**src/rtl/topk_accum_4.sv**
```systemverilog
// Running top-4 accumulator over frames of descending-sorted 4-element groups.
// Each accepted group is max-merged into the accumulator; the frame result is offered on a valid/ready port.
module topk_accum_4 #(
    parameter int DATAWIDTH  = 8,
    parameter int DATALENGTH = 4,
    parameter int CNTWIDTH   = 16
) (
    input  logic                            clk_i,
    input  logic                            rst_i,
    input  logic                            in_valid_i,
    input  logic                            in_last_i,
    input  logic [DATALENGTH*DATAWIDTH-1:0] in_data_i,
    output logic                            in_ready_o,
    output logic                            out_valid_o,
    input  logic                            out_ready_i,
    output logic [DATALENGTH*DATAWIDTH-1:0] out_data_o,
    output logic [CNTWIDTH-1:0]             out_count_o
);

    localparam int W = DATALENGTH * DATAWIDTH;

    if (DATALENGTH != 4) begin : g_bad_length
        $error("topk_accum_4 supports DATALENGTH == 4 only");
    end

    // Valid/ready: a transfer happens on a rising edge where valid && ready are both high.
    // S_HOLD means a frame result is being presented and has not yet been consumed.
    typedef enum logic {
        S_ACCUM = 1'b0,
        S_HOLD  = 1'b1
    } state_e;

    state_e              state_q, state_d;
    logic [W-1:0]        acc_q, acc_d;
    logic [CNTWIDTH-1:0] cnt_q, cnt_d;
    logic [W-1:0]        res_q, res_d;
    logic [CNTWIDTH-1:0] rcnt_q, rcnt_d;
    logic [W-1:0]        merged;
    logic [CNTWIDTH-1:0] cnt_inc;
    logic                accept;

    // Bitonic max-merge of two descending groups, then a two-stage half-cleaner.
    function automatic logic [W-1:0] merge4(input logic [W-1:0] r, input logic [W-1:0] x);
        logic [DATAWIDTH-1:0] b [4];
        logic [DATAWIDTH-1:0] ri;
        logic [DATAWIDTH-1:0] xi;
        logic [DATAWIDTH-1:0] t;
        logic [W-1:0]         res;
        for (int i = 0; i < 4; i++) begin
            ri   = r[i*DATAWIDTH +: DATAWIDTH];
            xi   = x[(3-i)*DATAWIDTH +: DATAWIDTH];
            b[i] = (ri > xi) ? ri : xi;
        end
        if (b[2] > b[0]) begin t = b[0]; b[0] = b[2]; b[2] = t; end
        if (b[3] > b[1]) begin t = b[1]; b[1] = b[3]; b[3] = t; end
        if (b[1] > b[0]) begin t = b[0]; b[0] = b[1]; b[1] = t; end
        if (b[3] > b[2]) begin t = b[2]; b[2] = b[3]; b[3] = t; end
        res = '0;
        for (int i = 0; i < 4; i++) begin
            res[i*DATAWIDTH +: DATAWIDTH] = b[i];
        end
        return res;
    endfunction

    assign in_ready_o  = (state_q == S_ACCUM) || out_ready_i;
    assign out_valid_o = (state_q == S_HOLD);
    assign out_data_o  = res_q;
    assign out_count_o = rcnt_q;
    assign accept      = in_valid_i && in_ready_o;
    assign merged      = merge4(acc_q, in_data_i);
    assign cnt_inc     = (cnt_q == {CNTWIDTH{1'b1}}) ? cnt_q : cnt_q + 1'b1;

    always_comb begin
        state_d = state_q;
        acc_d   = acc_q;
        cnt_d   = cnt_q;
        res_d   = res_q;
        rcnt_d  = rcnt_q;
        if (out_ready_i) begin
            state_d = S_ACCUM;
        end
        if (accept) begin
            if (in_last_i) begin
                // Closing beat: publish the result and start the next frame from zero.
                res_d   = merged;
                rcnt_d  = cnt_inc;
                acc_d   = '0;
                cnt_d   = '0;
                state_d = S_HOLD;
            end else begin
                acc_d = merged;
                cnt_d = cnt_inc;
            end
        end
    end

    always_ff @(posedge clk_i) begin
        if (rst_i) begin
            state_q <= S_ACCUM;
            acc_q   <= '0;
            cnt_q   <= '0;
            res_q   <= '0;
            rcnt_q  <= '0;
        end else begin
            state_q <= state_d;
            acc_q   <= acc_d;
            cnt_q   <= cnt_d;
            res_q   <= res_d;
            rcnt_q  <= rcnt_d;
        end
    end

endmodule

```
**config.mk**
```make
export PLATFORM = sky130hd
export DESIGN_NAME = topk_accum_4
export DESIGN_NICKNAME = d
export VERILOG_FILES = /design/src/rtl/topk_accum_4.sv
export SDC_FILE = /design/constraint.sdc
export NUM_CORES = 1
export LEC_CHECK = 0
export CAP_MARGIN = 20
export CORE_MARGIN = 2
export CORE_UTILIZATION = 55
export DETAILED_ROUTE_END_ITERATION = 6
export PLACE_DENSITY = 0.8
export SYNTH_ARGS = -nofsm -noshare
export SYNTH_HDL_FRONTEND = slang
export SYNTH_SLANG_ARGS = --single-unit
```
**constraint.sdc**
```tcl
create_clock -name clk_i -period 7.9 [get_ports clk_i]
set_input_delay 1.975 -clock clk_i [delete_from_list [all_inputs] [get_ports clk_i]]
set_output_delay 1.975 -clock clk_i [all_outputs]
set_load 0.03 [all_outputs]
```
==> results by group, run 1 <==
Yosys
  • Netlist Area Pre-Place: 6524 um^2
  • Async S/R FF share, synth: 0%
  • EDFF count, synth: 0
  • Seq/Total Area, Yosys: 29.77%
  • Yosys top cell area share: 29.77%
  • Ys Warns: 0
  • Syn nets: 868
  • Top-count cell post-synth: dfxtp_1
  • Main synth FF type: dfxtp_1
  • Area leader, netlist: dfxtp_1
  • Top post-synthesis cells by area: dfxtp_1 30%, ha_1 12%, mux2i_1 5.2%, a21oi_1 5.1%, o21ai_1 3.5%
  • Top post-synthesis cells by count: 97 x dfxtp_1, 67 x a21oi_1, 63 x ha_1
  • Unique masters post-synth: 58
  • Synth Instances: 768
  • Synth Area per Inst: 8.494 um^2
  • Synthesized flop and latch total: 97

Placed design
  • DP Wirelength: 14.55 mm
  • Placement Cell Area: 7722 um^2
  • RD Place Congestion: 0.9493
  • Port bufs: 86

Pwr
  • Switching portion of total power: 40.93%
  • Cell area power density: 285.1 nW/um^2
  • Comb power frac: 53.5%
  • Clock share of power: 19.2%
  • P_sw: 0.9509 mW
  • Worst VDD drop: 172.3 uV
  • Internal Power: 1.372 mW
  • Leak: 3.365 nW
  • Share of power burned in registers: 27.3%

Clock network
  • Clk_lat worst skew: 350 ps
  • Clock Path Buffers: 2
  • Num CTS Buffers: 9
  • Clk Tree Root Cell: clkbuf_16
  • CTS tree: built
  • Number of H-tree levels: 3
  • CTS Sinks: 97
  • Clk slew on worst S/H paths: 60 ps

Setup path
  • Worst R2R End: out_data_o[17]$_SDFFE_PP0P_
  • Kind of critical path: in2reg
  • Reg-to-Reg Start: acc_q[1]$_SDFFE_PP0P_
  • CP max stage delay: 540 ps
  • Required time worst endpoint: 8100 ps
  • R2r worst-path depth: 27
  • Worst setup EP type: flip-flop
  • CP Launch Type: input pin
  • Slowest cell on the critical path: clkdlybuf4s50_1
  • CP delay by family, top: compound AO/OA/AOI/OAI gates
  • Crit path DAT: 7910 ps
  • Crit-path max FO: 8
  • Setup slack, reg-to-reg: 2040 ps
  • CP bufs+invs: 3

Die
  • # IOs: 87
  • Die Span Y: 112.9 um
  • Die width: 112.9 um
  • # rows: 39
  • Total core area: 11520 um^2
  • Initial Util: 56.65%
  • Die area: 12750 um^2

Route
  • ANT nets after route: 0
  • Post-Route WL: 19.09 mm
  • Pre-Repair DR Iteration Count: 7
  • Vias per cell: 6.229
  • DR iter-0 viols: 481
  • Routed wire length per instance: 18.66 um
  • Remaining DRCs: 7
  • DR vias: 6372

Flow run
  • MaxCap Viol Count: 0

Worst hold path
  • HP Class: reg2reg
  • WHS Path Cells: 2
  • Hold Path Origin: out_count_o[0]$_SDFFE_PP0P_
  • Hold Crit Endpoint: out_count_o[0]$_SDFFE_PP0P_

Global route
  • Largest net degree at the start of global routing: 76
  • First-pass GRT wire length: 31.15 mm
  • Total global-route track usage: 30.25%
  • Vias in the first global route: 6418
  • Grt ovf: 0
  • Antenna violations before repair: 0

STA
  • Final Setup Violations: 0
  • Max-slew violations: 0
  • Fmax: 129.6 MHz
  • Worst slew pin tran: 812.9 ps
  • Slew HR: 45.81%
  • Crit path time final: 7717 ps
  • Worst Skew: 5.589 ps
  • Final Hold Fails: 0
  • Final Cycle Share: 97.69%
  • Setup TNS: 0 ps
  • Worst hold slack: 469.7 ps

Finish
  • Fillers: 881
  • Share of layout cells above drive strength 1: 12.84%
  • Synth-to-layout area growth: 24.88%
  • Design Area, Final: 8147 um^2
  • N_diodes: 0
  • Final net count: 976

Outcome
  • Status: finished, violations left
  • Failing checks: DRC
cell usage in the layout (no fill, tap or decap), types with 8 or more instances in the layout:
cell type	count
inv_1	53
a22oi_1	25
a211oi_1	23
nor2b_1	11
o21ai_0	35
nor3b_1	22
nand2_1	49
xor2_1	9
buf_4	37
a21oi_1	64
mux2_2	13
or3_1	11
mux2i_1	28
o21a_1	8
nor2_1	54
o21ai_1	45
clkdlybuf4s50_1	85
ha_1	63
mux2i_4	12
clkbuf_16	9
nand3_1	13
dfxtp_1	97
how the worst max path moves through the flow:
stage,start,end,slack [ps],cells past startpoint
floorplan,in_data_i[1],out_data_o[0]$_SDFFE_PP0P_,720,32
global placement,in_data_i[1],out_data_o[25]$_SDFFE_PP0P_,80,33
detailed placement,in_data_i[1],out_data_o[25]$_SDFFE_PP0P_,-230,33
CTS,in_data_i[1],out_data_o[25]$_SDFFE_PP0P_,120,33
global route,in_data_i[1],out_data_o[25]$_SDFFE_PP0P_,-90,33
finish,in_data_i[9],out_data_o[17]$_SDFFE_PP0P_,180,28
area by class of cell:
cell class | count | area (um^2) | share of cell area [%]
clock buffers | 13 | 260.3 | 3.195
repair buffers | 125 | 1174 | 14.41
multi-input cells | 590 | 4355 | 53.46
inverters | 53 | 198.9 | 2.442
clock inverters | 2 | 37.54 | 0.4608
flip-flops and latches | 97 | 1942 | 23.84
well taps | 143 | 178.9 | 2.196
power by group through the flow:
stage	clock network [mW]	registers (mW)	logic (mW)
final	0.445	0.634	1.24
after global routing	0.469	0.640	1.34
after CTS	0.444	0.631	1.18
after detailed placement	0	0.641	1.17
after global placement	0	0.637	1.12
after floorplan	0	0.699	0.670
repair_timing:
action | 4_1_cts | 5_1_grt
gates resized for setup | 0 | 24
hold buffers | 0 | 0
setup endpoints to repair | 0 | 64
buffers inserted | 0 | 2
metal layers:
| metal | GRT usage (%) | vias to the layer above | wire length (um) |
|---|---|---|---|
| li1 | - | 3025 | - |
| met1 | 36.20 | 3008 | 7843 |
| met2 | 52.33 | 278 | 9369 |
| met3 | 5.570 | 61 | 1173 |
| met4 | 14.80 | 0 | 705 |
| met5 | 0 | - | 0 |
sequential cells by signal, indices dropped and copies added, names as in the netlist:
name,count
acc_q,32
out_data_o,32
cnt_q,16
out_count_o,16
out_valid_o,1
worst min-delay path, delay by kind of cell (launching register included):
family,cells,cell delay [ps]
AOI/OAI and AO/OA,1,50
DFF,1,310
and+or+nand+nor,1,50
stage by stage:
step	std cells	worst slack [ps]	util [%]	power [mW]
final	1023	182.5	70.74	2.323
after global routing	1023	-91.76	70.74	2.448
after CTS	1020	124.3	69.64	2.253
after detailed placement	1005	-227.7	67.06	1.808
after global placement	1005	76.20	67.06	1.759
after floorplan	768	720.7	-	1.369
kinds of logic after synthesis:
| family | Yosys count | share of synthesized area, % |
|---|---|---|
| AOI/OAI and AO/OA | 244 | 23.71 |
| and+or+nand+nor | 214 | 16.99 |
| adders and majority gates | 63 | 12.08 |
| DFF | 97 | 29.77 |
| xor gates and xnor gates | 12 | 1.611 |
| muxes | 57 | 10.91 |
| buffers and inverters | 81 | 4.929 |
No activity file was read; power rests on OpenSTA's default activity.
==> inputs of run 2 (changes only) <==
- SLEW_MARGIN: default -> 10
- clock period: 7.9 -> 7.5 ns (I/O delays scaled with it)
==> results by group, run 2 (synthesis results as in run 1) <==
Worst hold path
  • Hold Crit Endpoint: out_count_o[0]$_SDFFE_PP0P_
  • WHS Path Cells: 2
  • HP Class: reg2reg
  • Hold Path Origin: out_count_o[0]$_SDFFE_PP0P_

Route
  • Vias per cell: 6.215
  • DR vias: 6408
  • Post-Route WL: 18.91 mm
  • Pre-Repair DR Iteration Count: 7
  • Remaining DRCs: 8
  • ANT nets after route: 0
  • Routed wire length per instance: 18.34 um
  • DR iter-0 viols: 559

STA
  • Final Setup Violations: 0
  • Fmax: 137.6 MHz
  • Max-slew violations: 0
  • Final Hold Fails: 0
  • Crit path time final: 7266 ps
  • Final Cycle Share: 96.88%
  • Slew HR: 51.75%
  • Worst hold slack: 461.9 ps
  • Setup repair after global routing missed its margin: true
  • Worst Skew: 10.32 ps
  • Worst slew pin tran: 721.9 ps

Setup path
  • Slowest cell on the critical path: clkdlybuf4s50_1
  • CP dominant cell by count: o21a_1
  • CP Launch Point: in_data_i[1]
  • Crit-path max FO: 7
  • Crit path DAT: 7520 ps
  • Reg-to-Reg Start: acc_q[9]$_SDFFE_PP0P_
  • Kind of critical path: in2reg
  • Worst setup EP type: flip-flop
  • R2r worst-path depth: 30
  • Worst R2R End: out_data_o[17]$_SDFFE_PP0P_
  • CP max stage delay: 500 ps
  • Required time worst endpoint: 7760 ps
  • CP Launch Type: input pin
  • Setup slack, reg-to-reg: 1950 ps

Pwr
  • Internal Power: 1.440 mW
  • P_sw: 0.9849 mW
  • Cell area power density: 295.1 nW/um^2
  • Switching portion of total power: 40.62%
  • Leak: 3.403 nW
  • Clock share of power: 19.1%
  • Worst VDD drop: 180.1 uV
  • Comb power frac: 53.4%
  • Share of power burned in registers: 27.6%

Clock network
  • Clk Tree Root Cell: clkbuf_16
  • Clk_lat worst skew: 350 ps
  • Clk slew on worst S/H paths: 60 ps
  • Cts hold-fix bufs: 0
  • Num CTS Buffers: 9
  • Number of H-tree levels: 3
  • Clock Path Buffers: 2
  • CTS tree: built
  • CTS Sinks: 97

Placed design
  • Placement Cell Area: 7785 um^2
  • Port bufs: 86
  • RD Place Congestion: 0.9494
  • DP Wirelength: 14.52 mm

Outcome
  • Status: finished, violations left
  • Failing checks: DRC

Global route
  • Grt ovf: 0
  • Antenna violations before repair: 0
  • Largest net degree at the start of global routing: 64
  • Vias in the first global route: 6477
  • Total global-route track usage: 30.33%
  • First-pass GRT wire length: 31.24 mm

Finish
  • Share of layout cells above drive strength 1: 14.41%
  • Design Area, Final: 8217 um^2
  • Final net count: 985
  • Synth-to-layout area growth: 25.95%
  • Most frequent cells in the layout: 97 x dfxtp_1, 85 x clkdlybuf4s50_1, 63 x a21oi_1, 63 x ha_1, 53 x inv_1
  • N_diodes: 0
  • Commonest non-fill, non-tap cell in the layout: dfxtp_1
  • Fillers: 890

Flow run
  • MaxCap Viol Count: 0

Die
  • Die area: 12750 um^2
  • Total core area: 11520 um^2
  • Initial Util: 56.65%
  • Die width: 112.9 um
  • # rows: 39
  • # IOs: 87
  • Die Span Y: 112.9 um
run 2: power by group through the flow:
stage	Clock, mW	Sequential (mW)	Combinational [mW]
2_1_floorplan	0	0.736	0.706
3_3_place_gp	0	0.671	1.17
3_5_place_dp	0	0.676	1.21
4_1_cts	0.467	0.665	1.22
5_1_grt	0.491	0.676	1.40
6_report	0.463	0.668	1.29
run 2: layer usage:
layer / global-route usage [%] / routed length, um / part of all wire (%)
met1: 35.61 / 7515 / 40
met5: 0 / 0 / 0
met4: 14.72 / 844 / 4.5
met3: 6.052 / 1361 / 7.2
met2: 53.01 / 9192 / 49
run 2: worst max-delay path, delay by kind of cell:
kind                       cells  cell delay [ps]
AOI/OAI and AO/OA             15             2250
buffers and inverters          5             1100
and+or+nand+nor                8              940
muxes                          2              610
adders and majority gates      3              740
run 2: metrics by stage:
stage               std cells  power [mW]  TNS (ps)  worst slack [ps]  util [%]
finish                   1031       2.425         0             234.2     71.35
global route             1031       2.564    -443.4            -82.18     71.35
CTS                      1029       2.353         0             1.013     70.24
detailed placement       1015       1.884     -8887            -376.9     67.60
global placement         1015       1.845    -652.0            -166.1     67.60
floorplan                 768       1.442         0             420.7         -
run 2: worst max-delay path by stage:
| stage | to | slack, ps | cells after the start |
|---|---|---|---|
| 2_1_floorplan | out_data_o[0]$_SDFFE_PP0P_ | 420 | 32 |
| 3_3_place_gp | out_data_o[25]$_SDFFE_PP0P_ | -170 | 26 |
| 3_5_place_dp | out_data_o[11]$_SDFFE_PP0P_ | -380 | 30 |
| 4_1_cts | out_data_o[17]$_SDFFE_PP0P_ | 1 | 30 |
| 5_1_grt | out_data_o[24]$_SDFFE_PP0P_ | -80 | 33 |
| 6_report | out_data_o[17]$_SDFFE_PP0P_ | 230 | 33 |
run 2: final cells by class:
type	instances	area, um^2	area share (%)
multi-input cells	590	4373	53.22
flip-flops and latches	97	1942	23.63
repair buffers	134	1229	14.95
clock buffers	12	256.5	3.122
inverters	53	198.9	2.421
well taps	143	178.9	2.178
clock inverters	2	38.79	0.4721
run 2: what timing repair did:
item	4_1_cts	5_1_grt
setup buffers	0	1
endpoints found under the setup margin	6	64
pin swaps	0	0
endpoints found under the hold margin	0	0
gates resized for setup	2	31
==> inputs of run 3 (changes only) <==
- CORE_MARGIN: 2 -> 4
- CORE_UTILIZATION: 55 -> 51
- PLACE_DENSITY: 0.8 -> 0.78
- SKIP_CTS_REPAIR_TIMING: default -> 1
- clock period: 7.5 -> 6 ns (I/O delays scaled with it)
==> results by group, run 3 (synthesis results as in run 1) <==
Die
  • Die width: 121.1 um
  • Initial Util: 51.91%
  • Total core area: 12570 um^2
  • # IOs: 87
  • Die Span Y: 121.1 um
  • # rows: 41
  • Die area: 14670 um^2

Clock network
  • Clk slew on worst S/H paths: 80 ps
  • Clk_lat worst skew: 360 ps
  • CTS Sinks: 97
  • CTS tree: built
  • Num CTS Buffers: 9
  • Clock Path Buffers: 2
  • Number of H-tree levels: 3
  • Clk Tree Root Cell: clkbuf_16

STA
  • Final Setup Violations: 62
  • Crit path time final: 6216 ps
  • Final Cycle Share: 103.6%
  • Worst hold slack: 471.0 ps
  • Worst Skew: 9.549 ps
  • Slew HR: 32.04%
  • Worst slew pin tran: 1019 ps
  • Setup ws final: -216.5 ps
  • Max-slew violations: 0
  • Setup repair after global routing missed its margin: true
  • Final Hold Fails: 0
  • Fmax: 160.9 MHz

Placed design
  • Port bufs: 86
  • RD Place Congestion: 0.9257
  • DP Wirelength: 15.73 mm
  • DP Cell Count: 1128

Finish
  • Fillers: 731
  • Synth-to-layout area growth: 52.74%
  • Most frequent cells in the layout: 139 x buf_4, 97 x dfxtp_1, 55 x o21ai_1
  • Share of layout cells above drive strength 1: 36.59%
  • Post-route insts no fill: 1164
  • N_diodes: 0
  • Commonest non-fill, non-tap cell in the layout: buf_4
  • Final net count: 1087

Outcome
  • Status: finished, violations left
  • Failing checks: setup timing

Global route
  • Routing usage on met2: 49.88%
  • Antenna violations before repair: 0
  • Total global-route track usage: 28.09%
  • Vias in the first global route: 6795
  • Grt met1 use: 33.71%
  • First-pass GRT wire length: 33.10 mm
  • Gr busiest metal: met2
  • Largest net degree at the start of global routing: 64
  • Grt ovf: 0
  • Met3 GRT Util: 5.548%

Route
  • Routed wire length per instance: 21.75 um
  • Post-Route WL: 25.31 mm
  • Pre-Repair DR Iteration Count: 5
  • Vias per cell: 6.345
  • DR iter-0 viols: 763
  • DR vias: 7385
  • ANT nets after route: 0
  • Remaining DRCs: 0

Setup path
  • Slowest cell on the critical path: mux2i_2
  • Crit path DAT: 6500 ps
  • CP bufs+invs: 6
  • CP Launch Type: input pin
  • Worst setup EP type: flip-flop
  • Kind of critical path: in2reg
  • CP max stage delay: 330 ps
  • CP delay by family, top: compound AO/OA/AOI/OAI gates
  • Crit-path max FO: 6
  • Required time worst endpoint: 6290 ps

Pwr
  • Tot Pwr: 3.707 mW
  • Worst VDD drop: 240.1 uV
  • Cell area power density: 372.0 nW/um^2
  • Leak: 4.229 nW

Flow run
  • MaxCap Viol Count: 0

Worst hold path
  • HP Class: reg2reg
-- run 3: final timing paths --
check / depth (start not counted) / endpoint / slack [ps] / start
max reg2reg: 28 / out_data_o[12]$_SDFFE_PP0P_ / 480 / acc_q[9]$_SDFFE_PP0P_
max: 30 / out_data_o[12]$_SDFFE_PP0P_ / -220 / in_data_i[17]
min reg2reg: 2 / out_count_o[0]$_SDFFE_PP0P_ / 470 / out_count_o[0]$_SDFFE_PP0P_
min: 2 / out_count_o[0]$_SDFFE_PP0P_ / 470 / out_count_o[0]$_SDFFE_PP0P_
-- run 3: metrics by stage --
step,utilization (%),area [um^2],TNS [ps],setup WS [ps]
final,79.28,9965,-5626,-216.5
after CTS,71.36,8969,-34040,-709.1
after detailed placement,69.00,8672,-56670,-1066
after floorplan,-,6725,0,3.470
after global placement,69.00,8672,-40720,-789.2
after global routing,79.28,9965,-15490,-362.1
-- run 3: routing by layer --
| layer | part of all wire, % | wire length [um] |
|---|---|---|
| met5 | 0 | 0 |
| met2 | 48 | 12280 |
| met4 | 6.7 | 1702 |
| met1 | 36 | 9153 |
| met3 | 8.6 | 2179 |
-- run 3: cell type report --
class / instances / area, um^2 / area share [%]
Inverter: 53 / 201.4 / 2.022
Multi-Input combinational cell: 590 / 5195 / 52.13
Clock inverter: 6 / 57.56 / 0.5776
Tap cell: 172 / 215.2 / 2.160
Sequential cell: 97 / 1942 / 19.49
Timing Repair Buffer: 236 / 2115 / 21.22
Clock buffer: 10 / 239.0 / 2.398
-- run 3: report_power, final --
group / switching [mW] / internal, mW / total (mW)
Clock: 0.290 / 0.303 / 0.593
Sequential: 0.109 / 0.746 / 0.855
Combinational: 1.19 / 1.07 / 2.26
Total: 1.59 / 2.12 / 3.71
-- run 3: worst reg2reg max path, delay by kind of cell (launching register included) --
| kind | cells | cell delay, ps |
|---|---|---|
| and+or+nand+nor | 8 | 1120 |
| muxes | 2 | 620 |
| buffers and inverters | 4 | 580 |
| adders and majority gates | 3 | 890 |
| DFF | 1 | 510 |
| AOI/OAI and AO/OA | 11 | 1710 |
